<file path="config.mk">
export PLATFORM = sky130hd
export DESIGN_NAME = parking_gate_scheduler
export DESIGN_NICKNAME = d
export VERILOG_FILES = /design/src/rtl/parking_pkg.sv /design/src/rtl/parking_rr_arbiter.sv /design/src/rtl/parking_gate_scheduler.sv
export SDC_FILE = /design/constraint.sdc
export NUM_CORES = 1
export LEC_CHECK = 0
export ABC_AREA = 1
export BUFFER_PORTS_ARGS = -buffer_cell sky130_fd_sc_hd__buf_2
export CORE_ASPECT_RATIO = 1.5
export CORE_UTILIZATION = 42
export DETAILED_ROUTE_END_ITERATION = 7
export MAX_ROUTING_LAYER = met4
export PLACE_DENSITY_LB_ADDON = 0.15
export SYNTH_ARGS = -nofsm -noshare
export SYNTH_HDL_FRONTEND = slang
export SYNTH_SLANG_ARGS = --single-unit
</file>
<file path="constraint.sdc">
create_clock -name clk -period 1.6 [get_ports clk]
set_input_delay 0.32 -clock clk [delete_from_list [all_inputs] [get_ports clk]]
set_output_delay 0.32 -clock clk [all_outputs]
set_load 0.01 [all_outputs]
</file>
<file path="src/rtl/parking_pkg.sv">
// Shared types, timing defaults and width helpers for the parking entry-gate sequencer.
package parking_pkg;

  typedef enum logic [1:0] {
    ST_IDLE  = 2'd0,
    ST_CHECK = 2'd1,
    ST_OPEN  = 2'd2,
    ST_CLOSE = 2'd3
  } gate_state_e;

  localparam int unsigned DEFAULT_N_LANES      = 2;
  localparam int unsigned DEFAULT_OPEN_TIMEOUT = 32;
  localparam int unsigned DEFAULT_CLOSE_CYCLES = 2;

  function automatic int unsigned idx_width(input int unsigned n);
    return (n > 1) ? $clog2(n) : 1;
  endfunction

  // One counter serves both the open-wait and the close-hold phases.
  function automatic int unsigned cnt_width(input int unsigned open_cycles,
                                            input int unsigned close_cycles);
    int unsigned m;
    m = (open_cycles > close_cycles) ? open_cycles : close_cycles;
    if (m < 1) m = 1;
    return $clog2(m + 1);
  endfunction

endpackage

</file>
<file path="src/rtl/parking_rr_arbiter.sv">
// Combinational round-robin pick: first requesting lane at or after ptr, wrapping.
module parking_rr_arbiter
  import parking_pkg::*;
#(
  parameter int unsigned N_LANES = DEFAULT_N_LANES,
  parameter int unsigned IDX_W   = idx_width(N_LANES)
) (
  input  logic [N_LANES-1:0] req,
  input  logic [IDX_W-1:0]   ptr,
  output logic [N_LANES-1:0] grant,
  output logic [IDX_W-1:0]   idx,
  output logic               valid
);

  always_comb begin
    // NOTE: every output gets a default before the loops, so no path infers a latch.
    grant = '0;
    idx   = '0;
    valid = 1'b0;
    // Lanes at or after the pointer take priority; lower lanes only on wrap.
    for (int i = 0; i < N_LANES; i++) begin
      if (!valid && req[i] && (IDX_W'(i) >= ptr)) begin
        valid    = 1'b1;
        idx      = IDX_W'(i);
        grant[i] = 1'b1;
      end
    end
    for (int i = 0; i < N_LANES; i++) begin
      if (!valid && req[i]) begin
        valid    = 1'b1;
        idx      = IDX_W'(i);
        grant[i] = 1'b1;
      end
    end
  end

endmodule

</file>
<file path="src/rtl/parking_gate_scheduler.sv">
// Entry-gate sequencer: picks a lane, checks capacity, drives the shared barrier
// and emits one serialised car_entered event per admitted car.
module parking_gate_scheduler
  import parking_pkg::*;
#(
  parameter int unsigned N_LANES      = DEFAULT_N_LANES,
  parameter int unsigned OPEN_TIMEOUT = DEFAULT_OPEN_TIMEOUT,
  parameter int unsigned CLOSE_CYCLES = DEFAULT_CLOSE_CYCLES
) (
  input  logic               clk,
  input  logic               rst_n,
  input  logic [N_LANES-1:0] lane_req,
  input  logic [N_LANES-1:0] lane_is_uni,
  input  logic               parking_open,
  input  logic [31:0]        uni_vacated_space,
  input  logic [31:0]        vacated_space,
  input  logic               car_passed,
  output logic [N_LANES-1:0] lane_grant,
  output logic [N_LANES-1:0] lane_reject,
  output logic               gate_open,
  output logic               car_entered,
  output logic               is_uni_car_entered,
  output logic               busy,
  output logic               timeout_err
);

  localparam int unsigned      IDX_W      = idx_width(N_LANES);
  localparam int unsigned      CNT_W      = cnt_width(OPEN_TIMEOUT, CLOSE_CYCLES);
  localparam logic [CNT_W-1:0] OPEN_LOAD  = CNT_W'(OPEN_TIMEOUT - 1);
  localparam logic [CNT_W-1:0] CLOSE_LOAD = CNT_W'(CLOSE_CYCLES - 1);
  localparam logic [IDX_W-1:0] LAST_LANE  = IDX_W'(N_LANES - 1);

  gate_state_e          state_q, state_d;
  logic [IDX_W-1:0]     rr_ptr_q, rr_ptr_d;
  logic [IDX_W-1:0]     win_q, win_d;
  logic                 uni_q, uni_d;
  logic [CNT_W-1:0]     cnt_q, cnt_d;

  logic [N_LANES-1:0]   lane_grant_q, lane_grant_d;
  logic [N_LANES-1:0]   lane_reject_q, lane_reject_d;
  logic                 gate_open_q, gate_open_d;
  logic                 car_entered_q, car_entered_d;
  logic                 is_uni_car_entered_q, is_uni_car_entered_d;
  logic                 busy_q, busy_d;
  logic                 timeout_err_q, timeout_err_d;

  logic [N_LANES-1:0]   arb_grant;
  logic [IDX_W-1:0]     arb_idx;
  logic                 arb_valid;
  logic                 eligible;
  logic [N_LANES-1:0]   win_onehot;

  parking_rr_arbiter #(
    .N_LANES (N_LANES),
    .IDX_W   (IDX_W)
  ) u_arb (
    .req   (lane_req),
    .ptr   (rr_ptr_q),
    .grant (arb_grant),
    .idx   (arb_idx),
    .valid (arb_valid)
  );

  // University cars may overflow into general space; general cars may not use uni space.
  assign eligible   = parking_open &&
                      ((uni_q && (uni_vacated_space != '0)) || (vacated_space != '0));
  assign win_onehot = N_LANES'(1) << win_q;

  always_ff @(posedge clk or negedge rst_n) begin
    // NOTE: sequential state uses non-blocking assignments so all flops sample pre-edge values.
    if (!rst_n) state_q <= ST_IDLE;
    else        state_q <= state_d;
  end

  always_comb begin
    state_d = state_q;
    case (state_q)
      ST_IDLE:  if (parking_open && arb_valid) state_d = ST_CHECK;
      ST_CHECK: state_d = eligible ? ST_OPEN : ST_IDLE;
      ST_OPEN:  if (car_passed || (cnt_q == '0)) state_d = ST_CLOSE;
      ST_CLOSE: if (cnt_q == '0) state_d = ST_IDLE;
      default:  state_d = ST_IDLE;
    endcase
  end

  always_comb begin
    rr_ptr_d             = rr_ptr_q;
    win_d                = win_q;
    uni_d                = uni_q;
    cnt_d                = cnt_q;
    lane_grant_d         = '0;
    lane_reject_d        = '0;
    gate_open_d          = 1'b0;
    car_entered_d        = 1'b0;
    is_uni_car_entered_d = 1'b0;
    timeout_err_d        = 1'b0;
    busy_d               = (state_d != ST_IDLE);
    case (state_q)
      ST_IDLE: begin
        if (parking_open && arb_valid) begin
          win_d = arb_idx;
          uni_d = |(arb_grant & lane_is_uni);
        end
      end
      ST_CHECK: begin
        rr_ptr_d = (win_q == LAST_LANE) ? '0 : win_q + IDX_W'(1);
        if (eligible) begin
          lane_grant_d = win_onehot;
          gate_open_d  = 1'b1;
          cnt_d        = OPEN_LOAD;
        end else begin
          lane_reject_d = win_onehot;
        end
      end
      ST_OPEN: begin
        // car_passed has priority over an expiring counter in the same cycle.
        if (car_passed) begin
          car_entered_d        = 1'b1;
          is_uni_car_entered_d = uni_q;
          cnt_d                = CLOSE_LOAD;
        end else if (cnt_q == '0) begin
          timeout_err_d = 1'b1;
          cnt_d         = CLOSE_LOAD;
        end else begin
          gate_open_d = 1'b1;
          cnt_d       = cnt_q - CNT_W'(1);
        end
      end
      ST_CLOSE: begin
        if (cnt_q != '0) cnt_d = cnt_q - CNT_W'(1);
      end
      default: ;
    endcase
  end

  always_ff @(posedge clk or negedge rst_n) begin
    if (!rst_n) begin
      rr_ptr_q             <= '0;
      win_q                <= '0;
      uni_q                <= 1'b0;
      cnt_q                <= '0;
      lane_grant_q         <= '0;
      lane_reject_q        <= '0;
      gate_open_q          <= 1'b0;
      car_entered_q        <= 1'b0;
      is_uni_car_entered_q <= 1'b0;
      busy_q               <= 1'b0;
      timeout_err_q        <= 1'b0;
    end else begin
      rr_ptr_q             <= rr_ptr_d;
      win_q                <= win_d;
      uni_q                <= uni_d;
      cnt_q                <= cnt_d;
      lane_grant_q         <= lane_grant_d;
      lane_reject_q        <= lane_reject_d;
      gate_open_q          <= gate_open_d;
      car_entered_q        <= car_entered_d;
      is_uni_car_entered_q <= is_uni_car_entered_d;
      busy_q               <= busy_d;
      timeout_err_q        <= timeout_err_d;
    end
  end

  assign lane_grant         = lane_grant_q;
  assign lane_reject        = lane_reject_q;
  assign gate_open          = gate_open_q;
  assign car_entered        = car_entered_q;
  assign is_uni_car_entered = is_uni_car_entered_q;
  assign busy               = busy_q;
  assign timeout_err        = timeout_err_q;

endmodule

</file>
==> metrics.md, run 1 <==
| Metric | Value |
|---|---|
| Hold Path Class | input pin to async pin |
| Total gr overflow | 0 |
| DR vias | 1,397 |
| Core area | between 0.002 and 0.003 mm² |
| Die X-Extent | approximately 47 µm |
| CP max stage delay | 0.39 ns |
| Failing checks | negative hold slack |
| Worst EP required | 1.80 ns |
| Worst VDD drop | 0.873 mV |
| Reg2reg path depth | 8 |
| Crit path time final | 1.50 ns |
| DP HPWL | ~2.6 mm |
| Slew Limit Headroom | 71.0% |
| Worst Path Buf+Inv | 3 |
| CP max FO | 7 |
| Initial core utilization | ~44% |
| CTS tree | built |
| Top delay family on crit path | flip-flops |
| Routed Wire Length | 3.12 mm |
| Final nets | approximately 350 |
| Slew Viols, Final | 0 |
| Combinational Power Share | between 40 and 50% |
| Net Switching | 933 µW |
| Startpoint class of the critical path | register |
| Final Power | about 2.3 mW |
| Worst-path cell chain | inv_1 -> ha_1 -> nand3_2 -> inv_2 -> a21oi_4 -> buf_4 -> nand3_1 -> nand2_1 |
| Post-CTS Setup Bufs | 0 |
| Internal power | 1.41 mW |
| Mean Syn Cell Area | 7.16 µm² |
| Max Cap Viol | 0 |
| Htree depth | 1 |
| Crit Path Class | register to register |
| CTS resizes | 0 |
| Synthesized cell area | 0.00128 mm² |
| Status | finished with violations |
| Top cell type's share of synthesized area | 39.0% |
| Initial antenna violation count | 0 |
| Gate Count Post-Synth | 179 |
| FF+latch area | 500 µm² |
| Area contributors post-synth | dfrtp_1, nand2_1, nor2_1 |
| First-pass GRT wire length | ~4.6 mm |
| Clock Power Share | 16.1% |
| P_leak | 1.04 nW |
| Hold_buf cts | 0 |
| Drt pass-1 iters | 4 |
| Critical path arrival | 1.70 ns |
| RePlAce Congestion | 0.776 |
| Vias in the first global route | 1,232 |
| Port Buffers | 80 |
| Row cnt | 24 |
| Register share of total power | about a third |
| Sequential share of the synthesized area | 39.0% |
| DR WL/cell | 10.1 µm |
| Final Hold Vio Count | 3 |
| Multi-input logic area | 707 µm² |
| Initial DRC Count | 18 |
| Number of synthesized register bits | 20 |
| Share of layout cells above drive strength 1 | between 30 and 40% |
| Post-Syn Nets | 257 |
| Pwr/cell area | roughly 1300 mW/mm² |
| Slew @ Worst Pin | 0.435 ns |
| Antenna viol nets, final | 0 |
| Hold WS | -0.00257 ns |
| DRC violations left | 0 |
| DR vias/cell | between 4 and 5 |
| Num CTS Buffers | 3 |
| CTS Root Cell | clkbuf_8 |
| Skew final | between 0.002 and 0.0025 ns |
| Sw Ratio | around 40% |
| Critical path depth | 8 |
| Sink Count | 20 |
| Layout fillers | 272 |
| Total GRT Usage | roughly a fifth |
| Final setup fails | 0 |
| Slowest-stage cell, CP | dfrtp_1 |
| CP endpoint kind | register |
| Clock transition at path regs | 0.07 ns |
| IO Pins | 81 |
| Yosys warning count | 0 |
| Clock latency on the worst-skew pair | roughly 0.25 ns |
| Dominant cell type by area after synthesis | dfrtp_1 |
| Period utilisation layout | 93.9% |
| Number of distinct library cells after synthesis | 24 |
| Die area | between 0.003 and 0.004 mm² |
| Fmax | about 670 MHz |
| Diodes inserted | 0 |
| Largest net degree at the start of global routing | 21 |
| Die H | 69.7 µm |
| Layout area overhead | 42.2% |
| Clock buffer depth | 2 |
power groups by stage:
stage | combinational (mW) | sequential, mW | clock [mW]
3_5_place_dp | 1.05 | 0.815 | 0
5_1_grt | 1.31 | 0.832 | 0.404
4_1_cts | 1.06 | 0.807 | 0.392
2_1_floorplan | 0.741 | 0.819 | 0
3_3_place_gp | 1.04 | 0.813 | 0
6_report | 1.15 | 0.811 | 0.377
routing by layer:
layer  track usage, %  up-vias  share of wire (%)  wire length (µm)
li1                 -      739                  -                 -
met1             21.4      590                 39              1230
met2             36.0       66                 51              1580
met3             1.82        2                9.4               292
met4             5.71        0               0.55                17
met5                -        -                  0                 0
cell type report:
| class | count | area share, % |
|---|---|---|
| multi-input combinational | 139 | 38.8 |
| inverter | 20 | 4.12 |
| timing repair buffer | 85 | 24.0 |
| tap | 39 | 2.67 |
| sequential | 20 | 27.4 |
| clock buffer | 4 | 3.02 |
per-stage QoR:
stage                     instances  cell area (µm²)  setup WS (ns)  setup TNS, ns  utilization, %
after global placement          298             1730          0.125              0            59.5
after global routing            307             1820        -0.0131        -0.0207            62.6
final                           307             1820         0.0974              0            62.6
after CTS                       302             1790          0.131              0            61.3
after detailed placement        298             1730          0.109              0            59.5
after floorplan                 179             1280          0.308              0               -
cells in the mapped netlist:
cell / instances
xnor2_1: 2
xor2_1: 2
o21ai_1: 1
nand2_1: 48
o211ai_1: 1
nor2_1: 45
ha_1: 6
o22ai_2: 1
nand2_2: 1
nand3_1: 13
nand4_1: 2
inv_2: 1
nand2_4: 2
dfrtp_1: 20
nand3_2: 2
o221ai_1: 1
inv_1: 19
a21oi_1: 3
nor3_1: 2
nor3_2: 2
o21ai_0: 2
a21oi_4: 1
a21boi_0: 1
o21ai_2: 1
worst paths after layout:
kind	startpoint	end	slack [ns]
setup / recovery	cnt_q[0]	cnt_q[2]	0.1
hold reg to reg	cnt_q[1]	cnt_q[1]	0.48
setup reg to reg	cnt_q[0]	cnt_q[2]	0.1
min in group clk	car_passed	timeout_err	0.26
max in group asynchronous	rst_n	lane_reject[0]	1.30
hold / removal	rst_n	state_q[0]	-0.003
cell usage in the layout (no fill, tap or decap), drive strengths merged:
cell type,count
buf,85
o22ai,1
xnor2,2
o211ai,1
nand4,2
ha,6
dfrtp,20
clkbuf,4
a21oi,4
o221ai,1
nor2,45
inv,20
nor3,4
a21boi,1
xor2,2
nand3,15
o21ai,4
nand2,51
cell families (layout without fill, tap and decap cells):
group,after synthesis,count (layout),synth area share (%)
simple gates,117,117,39.4
flops,20,20,39.0
xor+xnor,4,4,2.73
compound gates,12,12,7.12
buf+inv,20,109,5.85
fa+ha+maj,6,6,5.85
flip-flops by register name (all words and copies together), names as in the netlist:
signal	count
cnt_q	6
lane_grant	2
lane_reject	2
state_q	2
busy	1
car_entered	1
gate_open	1
is_uni_car_entered	1
rr_ptr_q	1
timeout_err	1
uni_q	1
win_q	1
No activity file was read; power rests on OpenSTA's default activity.
==> run 2, diff against run 1 <==
--- a/config.mk
+++ b/config.mk
@@ -11,7 +11,7 @@
 export CORE_UTILIZATION = 42
 export DETAILED_ROUTE_END_ITERATION = 7
 export MAX_ROUTING_LAYER = met4
-export PLACE_DENSITY_LB_ADDON = 0.15
+export PLACE_DENSITY = 0.91
 export SYNTH_ARGS = -nofsm -noshare
 export SYNTH_HDL_FRONTEND = slang
 export SYNTH_SLANG_ARGS = --single-unit
==> run 2 against run 1 <==
The flow still finishes with violations (negative hold slack). Sequential share of layout area rose by 0.71 points. Non-clock buffer count shrank 5. Flip-flop and latch count stayed put. Routed wire length grew 6.2%. Worst setup slack gained 0.031 ns. Clock skew increased by 0.0012 ns. Sequential power about the same. Clock-buffer cell count is 1 lower. Combinational power is 5% lower. Critical path type unchanged. Highest routed layer unchanged.
==> metrics.md, run 2 (synthesis gave the netlist of run 1 again) <==
| Metric | Value |
|---|---|
| Share of layout cells above drive strength 1 | 36.6% |
| Row cnt | 24 |
| Clock latency on the worst-skew pair | ~0.25 ns |
| DP HPWL | 2.76 mm |
| Most common cell after layout, fill and taps aside | buf_2 |
| Num CTS Buffers | 3 |
| Initial antenna violation count | 0 |
| Final nets | 342 |
| Status | finished with violations |
| Antenna viol nets, final | 0 |
| Skew final | roughly 0.0032 ns |
| CTS Root Cell | clkbuf_8 |
| Die area | 0.00328 mm² |
| Port Buffers | 80 |
| Die H | 69.7 µm |
| Crit Path Class | register to register |
| Sink Count | 20 |
| RePlAce Congestion | 0.903 |
| Crit path time final | 1.47 ns |
| DR vias | between 1,000 and 1,500 |
| Top reg by flops | cnt_q |
| P_leak | 1.00 nW |
| Routed Wire Length | 3.31 mm |
| Final Hold Vio Count | 20 |
| DRC violations left | 0 |
| Clock transition at path regs | 0.07 ns |
| Slew @ Worst Pin | approximately 0.42 ns |
| Largest net degree at the start of global routing | 21 |
| CP endpoint kind | register |
| IO Pins | between 80 and 90 |
| Most frequent cells in the layout | buf_2, nand2_1, nor2_1, dfrtp_1, inv_1 |
| Die X-Extent | 47.1 µm |
| Layout area overhead | 38.6% |
| Critical path arrival | 1.62 ns |
| DR WL/cell | 11.0 µm |
| CTS tree | built |
| Vias in the first global route | 1,382 |
| Worst EP required | 1.75 ns |
| Max Cap Viol | 0 |
| Worst VDD drop | 0.995 mV |
| Initial core utilization | approximately 44% |
| Slew Limit Headroom | 71.7% |
| Core area | 0.00291 mm² |
| RSZ-0062 raised after global routing | false |
| Final setup fails | 0 |
| Slew Viols, Final | 0 |
| Total GRT Usage | 22.1% |
| Initial DRC Count | 39 |
| Setup slack at placement | approximately 0.14 ns |
| Fin worst setup slack | 0.128 ns |
| Failing checks | negative hold slack |
| DR vias/cell | around 4.8 |
| Drt pass-1 iters | 5 |
| Fin util | 61.0% |
| Htree depth | 1 |
| CP max FO | 4 |
| Hold Path Class | input pin to async pin |
| Startpoint class of the critical path | register |
| Fin Setup TNS | 0 ns |
| First-pass GRT wire length | 5.20 mm |
| Fmax | 679 MHz |
| Period utilisation layout | 92.0% |
| Diodes inserted | 0 |
| Max reg flops | 6 |
| Pwr/cell area | approximately 1200 mW/mm² |
| Clock buffer depth | 2 |
| Total gr overflow | 0 |
| Hold WS | -0.00826 ns |
run 2: changes by cell type in the layout (fill, tap and decap cells not counted), sizes merged:
| cell | delta |
|---|---|
| clkbuf | -1 |
| buf | -5 |
run 2: critical path, cell delays in order (launching register included):
cell and delay (ns):
dfrtp_1 0.41, inv_1 0.09, ha_2 0.22, nand3_2 0.13, nand3_2 0.11, nand2_1 0.11
nand2_1 0.09, nand2_1 0.05, nand3_1 0.10, nand2_1 0.06
run 2: final timing paths:
kind                             from     endpoint  slack, ns  depth (start not counted)
hold / removal                  rst_n     cnt_q[3]     -0.008                          1
min in group clk           car_passed  timeout_err       0.26                          2
setup reg to reg             cnt_q[0]     cnt_q[2]       0.13                          9
hold reg to reg              cnt_q[1]     cnt_q[1]       0.48                          2
setup / recovery             cnt_q[0]     cnt_q[2]       0.13                          9
max in group asynchronous       rst_n        win_q       1.31                          1
run 2: per-stage QoR:
step	cell area [µm²]	hold slack [ns]	power, mW	std cells
2_1_floorplan	1280	0.0244	1.56	179
3_3_place_gp	1730	0.283	1.85	298
3_5_place_dp	1730	0.288	1.89	298
4_1_cts	1770	0.0144	2.21	301
5_1_grt	1780	0.0290	2.42	301
6_report	1780	-0.00826	2.22	301
run 2: repair_timing:
action                     CTS  global route
setup buffers                0             0
resized for setup            0             2
hold buffers                 0             0
setup endpoints to repair    0             3
run 2: cell type report:
type / instances / area [µm²]
Inverter: 20 / 75.1
Fill cell: 264 / 1130
Multi-Input combinational cell: 139 / 712
Clock buffer: 3 / 41.3
Tap cell: 39 / 48.8
Sequential cell: 20 / 500
Timing Repair Buffer: 80 / 400
run 2: report_power, final:
part           switching [mW]  total (mW)  internal (mW)
sequential              0.129       0.811          0.682
clock                   0.156       0.323          0.167
combinational           0.653        1.09          0.434
total                   0.938        2.22           1.28
run 2: metal layers:
metal / routed length, µm / global-route usage [%]
met2: 1810 / 43.5
met3: 263 / 2.34
met1: 1210 / 19.3
met4: 24 / 7.30
met5: 0 / -
